===== src/rtl/div_seq64.sv =====
// Iterative restoring divider for DIV/DIVU: one quotient bit per clock from an a + ~b + 1 trial subtraction.
// Optional macro DIV_EARLY_OUT_EN: finish at acceptance when |dividend| < |divisor|.
module div_seq64 #(
  parameter int WIDTH = 64
) (
  input  logic             clk,
  input  logic             rst,
  input  logic             start,
  input  logic             is_signed,
  input  logic [WIDTH-1:0] dividend,
  input  logic [WIDTH-1:0] divisor,
  output logic             busy,
  output logic             done,
  output logic [WIDTH-1:0] quotient,
  output logic [WIDTH-1:0] remainder,
  output logic             div_by_zero
);

  typedef enum logic [1:0] {
    ST_IDLE = 2'd0,
    ST_ITER = 2'd1,
    ST_FIX  = 2'd2,
    ST_DONE = 2'd3
  } state_e;

  localparam int CW = $clog2(WIDTH);
  localparam logic [CW-1:0]    CNT_ONE  = {{(CW-1){1'b0}}, 1'b1};
  localparam logic [CW-1:0]    CNT_LAST = CW'(WIDTH - 32'sd1);
  localparam logic [WIDTH-1:0] ONE_W    = {{(WIDTH-1){1'b0}}, 1'b1};
  localparam logic [WIDTH-1:0] ZERO_W   = {WIDTH{1'b0}};
  localparam logic [WIDTH-1:0] ONES_W   = {WIDTH{1'b1}};

  function automatic logic [WIDTH-1:0] neg_w(input logic [WIDTH-1:0] v);
    return ~v + ONE_W;
  endfunction

  function automatic logic [WIDTH-1:0] abs_w(input logic [WIDTH-1:0] v, input logic sgn);
    if (sgn && v[WIDTH-1]) begin
      return neg_w(v);
    end else begin
      return v;
    end
  endfunction

  state_e           state_q;
  logic [CW-1:0]    cnt_q;
  logic [WIDTH-1:0] rem_q;
  logic [WIDTH-1:0] quo_q;
  logic [WIDTH-1:0] dvs_q;
  logic             q_neg_q;
  logic             r_neg_q;
  logic             busy_q;
  logic             done_q;
  logic [WIDTH-1:0] quotient_q;
  logic [WIDTH-1:0] remainder_q;
  logic             dbz_q;

  logic             accept_s;
  logic             dvs_zero_s;
  logic             early_s;
  logic [WIDTH-1:0] dvd_abs_s;
  logic [WIDTH-1:0] dvs_abs_s;
  logic             q_neg_s;
  logic             r_neg_s;
  logic [WIDTH-1:0] shift_lo_s;
  logic [WIDTH-1:0] diff_s;
  logic             c_lo_s;
  logic             carry_s;
  logic [WIDTH-1:0] rem_d;
  logic [WIDTH-1:0] quo_d;
  logic [WIDTH-1:0] quo_fix_d;
  logic [WIDTH-1:0] rem_fix_d;

  // Acceptance decode and operand preparation.
  always_comb begin
    accept_s   = start && ((state_q == ST_IDLE) || (state_q == ST_DONE));
    dvs_zero_s = (divisor == ZERO_W);
    dvd_abs_s  = abs_w(dividend, is_signed);
    dvs_abs_s  = abs_w(divisor, is_signed);
    q_neg_s    = is_signed & (dividend[WIDTH-1] ^ divisor[WIDTH-1]);
    r_neg_s    = is_signed & dividend[WIDTH-1];
`ifdef DIV_EARLY_OUT_EN
    early_s    = !dvs_zero_s && (dvd_abs_s < dvs_abs_s);
`else
    early_s    = 1'b0;
`endif
  end

  // One restoring step; the bit shifted out of rem acts as the 65th bit of the trial subtraction.
  always_comb begin
    shift_lo_s        = {rem_q[WIDTH-2:0], quo_q[WIDTH-1]};
    {c_lo_s, diff_s}  = {1'b0, shift_lo_s} + {1'b0, ~dvs_q} + {{WIDTH{1'b0}}, 1'b1};
    carry_s           = rem_q[WIDTH-1] | c_lo_s;
    rem_d             = shift_lo_s;
    if (carry_s) begin
      rem_d = diff_s;
    end else begin
      rem_d = shift_lo_s;
    end
    quo_d     = {quo_q[WIDTH-2:0], carry_s};
    quo_fix_d = quo_q;
    rem_fix_d = rem_q;
    if (q_neg_q) begin
      quo_fix_d = neg_w(quo_q);
    end else begin
      quo_fix_d = quo_q;
    end
    if (r_neg_q) begin
      rem_fix_d = neg_w(rem_q);
    end else begin
      rem_fix_d = rem_q;
    end
  end

  // Control FSM, iteration datapath and registered result outputs.
  always_ff @(posedge clk or posedge rst) begin
    if (rst) begin
      state_q     <= ST_IDLE;
      cnt_q       <= {CW{1'b0}};
      rem_q       <= ZERO_W;
      quo_q       <= ZERO_W;
      dvs_q       <= ZERO_W;
      q_neg_q     <= 1'b0;
      r_neg_q     <= 1'b0;
      busy_q      <= 1'b0;
      done_q      <= 1'b0;
      quotient_q  <= ZERO_W;
      remainder_q <= ZERO_W;
      dbz_q       <= 1'b0;
    end else begin
      case (state_q)
        ST_IDLE, ST_DONE: begin
          if (accept_s) begin
            quo_q   <= dvd_abs_s;
            dvs_q   <= dvs_abs_s;
            rem_q   <= ZERO_W;
            cnt_q   <= {CW{1'b0}};
            q_neg_q <= q_neg_s;
            r_neg_q <= r_neg_s;
            dbz_q   <= 1'b0;
            if (dvs_zero_s) begin
              state_q     <= ST_DONE;
              busy_q      <= 1'b0;
              done_q      <= 1'b1;
              quotient_q  <= ONES_W;
              remainder_q <= dividend;
              dbz_q       <= 1'b1;
            end else if (early_s) begin
              state_q     <= ST_DONE;
              busy_q      <= 1'b0;
              done_q      <= 1'b1;
              quotient_q  <= ZERO_W;
              remainder_q <= dividend;
            end else begin
              state_q <= ST_ITER;
              busy_q  <= 1'b1;
              done_q  <= 1'b0;
            end
          end else begin
            state_q <= ST_IDLE;
            busy_q  <= 1'b0;
            done_q  <= 1'b0;
          end
        end
        ST_ITER: begin
          rem_q <= rem_d;
          quo_q <= quo_d;
          cnt_q <= cnt_q + CNT_ONE;
          if (cnt_q == CNT_LAST) begin
            state_q <= ST_FIX;
          end else begin
            state_q <= ST_ITER;
          end
        end
        ST_FIX: begin
          quotient_q  <= quo_fix_d;
          remainder_q <= rem_fix_d;
          state_q     <= ST_DONE;
          busy_q      <= 1'b0;
          done_q      <= 1'b1;
        end
        default: begin
          state_q <= ST_IDLE;
          busy_q  <= 1'b0;
          done_q  <= 1'b0;
        end
      endcase
    end
  end

  assign busy        = busy_q;
  assign done        = done_q;
  assign quotient    = quotient_q;
  assign remainder   = remainder_q;
  assign div_by_zero = dbz_q;

endmodule


===== config.mk =====
export PLATFORM = sky130hd
export DESIGN_NAME = div_seq64
export DESIGN_NICKNAME = d
export VERILOG_FILES = /design/src/rtl/div_seq64.sv
export SDC_FILE = /design/constraint.sdc
export NUM_CORES = 1
export LEC_CHECK = 0
export BUFFER_PORTS_ARGS = -buffer_cell sky130_fd_sc_hd__buf_4
export CORE_UTILIZATION = 55
export DETAILED_ROUTE_END_ITERATION = 16
export PLACE_DENSITY = 0.75
export SLEW_MARGIN = 20
export SYNTH_ARGS = -nofsm -noshare
export SYNTH_HDL_FRONTEND = slang
export SYNTH_SLANG_ARGS = --single-unit

===== constraint.sdc =====
create_clock -name clk -period 14.9 [get_ports clk]
set_input_delay 2.98 -clock clk [delete_from_list [all_inputs] [get_ports clk]]
set_output_delay 2.98 -clock clk [all_outputs]
set_load 0.02 [all_outputs]

==> impl_metrics.yaml <==
setup_path:
  endpoint_kind: "register"
  worst_path_largest_cell_delay_ns: 0.72
  worstSetupPathType: "input port to register"
  crit_arrival_ns: 7.96
  startpoint_type: "input port"
  path_cells: "buf_4, or4_1, nor4_1, nand2_1, or4_1, nor4_4, and3b_1, nand3_1, nor3_2, a31o_4, buf_4, nor2_1, a31oi_1"
  worst_ep_required_time_ns: 15.36
  worst-path-buf-inv: 2
  crit_slowest_cell: "buf_4"
  critPathMaxFanout: 92
  cp_top_family: "simple AND/OR/NAND/NOR gates"
die:
  fp.dieH_um: 205
  dieWidth_um: 205
  die_area_sq_mm: 0.0422
  row_count: 74
  start_util_pct: 55.8
  fp.coreArea_sq_mm: 0.0408
  io_pins: 263
timing:
  hold_violations: 0
  slew_violations: 0
  maxSlewHeadroom_pct: 36.6
  max_slew.worst_pin.slew_ns: 0.952
  fmax_mhz: 133
  period_needed_ns: 7.50
  rsz0062_at_grt: "no"
  fin_skew_ns: 0.0224
  fin_setup_tns_ns: 0
  finalCritPeriodShare_pct: 50.4
  layout_setup_ws_ns: 7.40
  setup_violations: 0
  hold_ws_ns: 0.479
job:
  max_cap_viol_count: 0
clock_network:
  clkTransAtPathRegs_ns: 0.06
  post_cts_buffers: 0
  numCtsBuffers: 38
  ctsHtreeMaxLevel: 2
  cts_tree: "built"
  clock-sinks: 333
  clock_path_buffers: 3
  cts_resized: 0
  ctsHoldBuffers: 0
  cts-root-buf: "clkbuf_16"
  clock_latency_ns: 0.57
synth:
  syn_area_per_cell_sq_um: 8.20
  yosys.area.top_type: "dfrtp_1"
  ys_seq_area_share_pct: 36.6
  synth_edf_count: 0
  ys.flop_type: "dfrtp_1"
  syn_nets: 2981
  synthArstFlopShare_pct: 100
  synthCells: 2776
  yosysUniqueCellTypes: 84
  ys_seq_elements: 333
  synth.cell_area_sq_mm: 0.0228
  synthTopCellsByArea: "dfrtp_1 (37%), o21ai_0 (7.6%), xor2_1 (7.6%)"
  synth_warnings: 0
  yosysTopAreaCellShare_pct: 36.6
detailed_routing:
  vias_per_cell: 6.05
  vias: 21100
  firstDrtPassIters: 6
  wirelength_um: 65000
  antenna_left: 0
  wl_per_cell_um: 18.6
  drc_errors: 0
  drt_iter0_drc: 1920
cells_and_area:
  post-route-util_pct: 64.1
  final_nets: 3129
  fin_area_sq_mm: 0.0262
  mostFrequentLayoutCell: "nand2_1"
  areaGrowthSynthToFinish_pct: 14.9
  layout-drive-gt1-share_pct: 13.1
  final_cell_mix: "nand2_1 (358), o21ai_0 (348), dfrtp_1 (332)"
place:
  gp_congestion: 0.951
  place_ws_ns: 6.94
  dpl_cell_area_sq_mm: 0.0249
  port_buffers: 262
  hpwlAfterDp_um: 48500
status:
  outcome: "finished, final reports clean"
global_routing:
  grt_pass1_wl_um: 105000
  antenna_found_initial: 2
  grt_pass1_vias: 19800
  grt_usage_pct: 30.8
  grt_max_degree: 124
  overflow: 0
power:
  power_density_mw_per_mm2: 213
  leakagePower_nw: 11.3
  vdd_drop_max_mv: 0.152
hold_path:
  hp-class: "register to register"
## final timing paths
| kind | start | to | slack, ns | cells past startpoint |
|---|---|---|---|---|
| min in group asynchronous | rst | quotient[8]$_DFFE_PP0P_ | 2.55 | 2 |
| max in group asynchronous | rst | dvs_q[32]$_DFFE_PP0P_ | 10.80 | 3 |
| worst max-delay path | divisor[30] | quotient[28]$_DFFE_PP0P_ | 7.40 | 13 |
| worst min-delay path | dvs_q[32]$_DFFE_PP0P_ | dvs_q[32]$_DFFE_PP0P_ | 0.48 | 2 |
| worst min register to register | dvs_q[32]$_DFFE_PP0P_ | dvs_q[32]$_DFFE_PP0P_ | 0.48 | 2 |
| worst max register to register | rem_q[8]$_DFFE_PP0P_ | rem_q[63]$_DFFE_PP0P_ | 9.69 | 13 |
## flip-flops by register name, summed over array words and instances, names as in the netlist
name,count
dvs_q,64
quo_q,64
quotient,64
rem_q,64
remainder,64
cnt_q,6
state_q,2
busy,1
div_by_zero,1
done,1
q_neg_q,1
r_neg_q,1
## stage by stage
stage,total power [W],std cells
after global placement,0.00454,3415
after CTS,0.00555,3481
final,0.00558,3484
after floorplan,0.00387,2776
after detailed placement,0.00461,3415
after global routing,0.00603,3484
## cell families after synthesis
kind of cell,Yosys count,synth area share [%]
multiplexers,18,0.808
AO/OA/AOI/OAI,930,25.0
flip-flops,333,36.6
XOR/XNOR,300,11.5
AND/OR/NAND/NOR,852,17.3
buffers and inverters,270,4.71
adder cells (fa/ha/maj),73,4.04
## cell usage after synthesis, types with 38 or more instances
cell,count
a21oi_1,170
o31ai_1,51
a31oi_1,84
o22ai_1,51
a22o_1,39
o21ai_0,348
dfrtp_1,333
xor2_1,197
inv_1,93
nand3_1,40
nor2_1,207
nand2_1,360
a21o_1,38
ha_1,72
xnor2_1,103
nor3_1,47
clkbuf_1,133
## cell type report
cell class | instances | area, sq um
fillers | 3485 | 14700
flip-flops and latches | 333 | 8340
multi-input cells | 2173 | 13400
inverters | 94 | 360
clock inverters | 12 | 121
repair buffers | 284 | 2160
well taps | 532 | 666
clock buffers | 54 | 1080
diodes | 2 | 5.00
## metal layers
| layer | global-route usage (%) | wire [um] |
|---|---|---|
| met1 | 44.3 | 29900 |
| met3 | 3.39 | 4040 |
| met5 | 0 | 0 |
| met4 | 12.0 | 2100 |
| met2 | 47.4 | 29000 |
## worst register-to-register path, delay by kind of cell, from the launching register on
family / cells / cell delay (ns)
AOI/OAI and AO/OA: 9 / 2.92
buffers and inverters: 1 / 0.71
and+or+nand+nor: 2 / 0.65
DFF: 1 / 0.48
adders and majority gates: 1 / 0.41
## power breakdown
part | leakage (nW) | internal (W) | switching (W)
combinational | 6.41 | 0.00127 | 0.00184
sequential | 4.26 | 0.00117 | 0.000379
clock | 0.585 | 0.000540 | 0.000384
total | 11.3 | 0.00298 | 0.00260
Note: power is estimated with default switching activity, not from simulation.
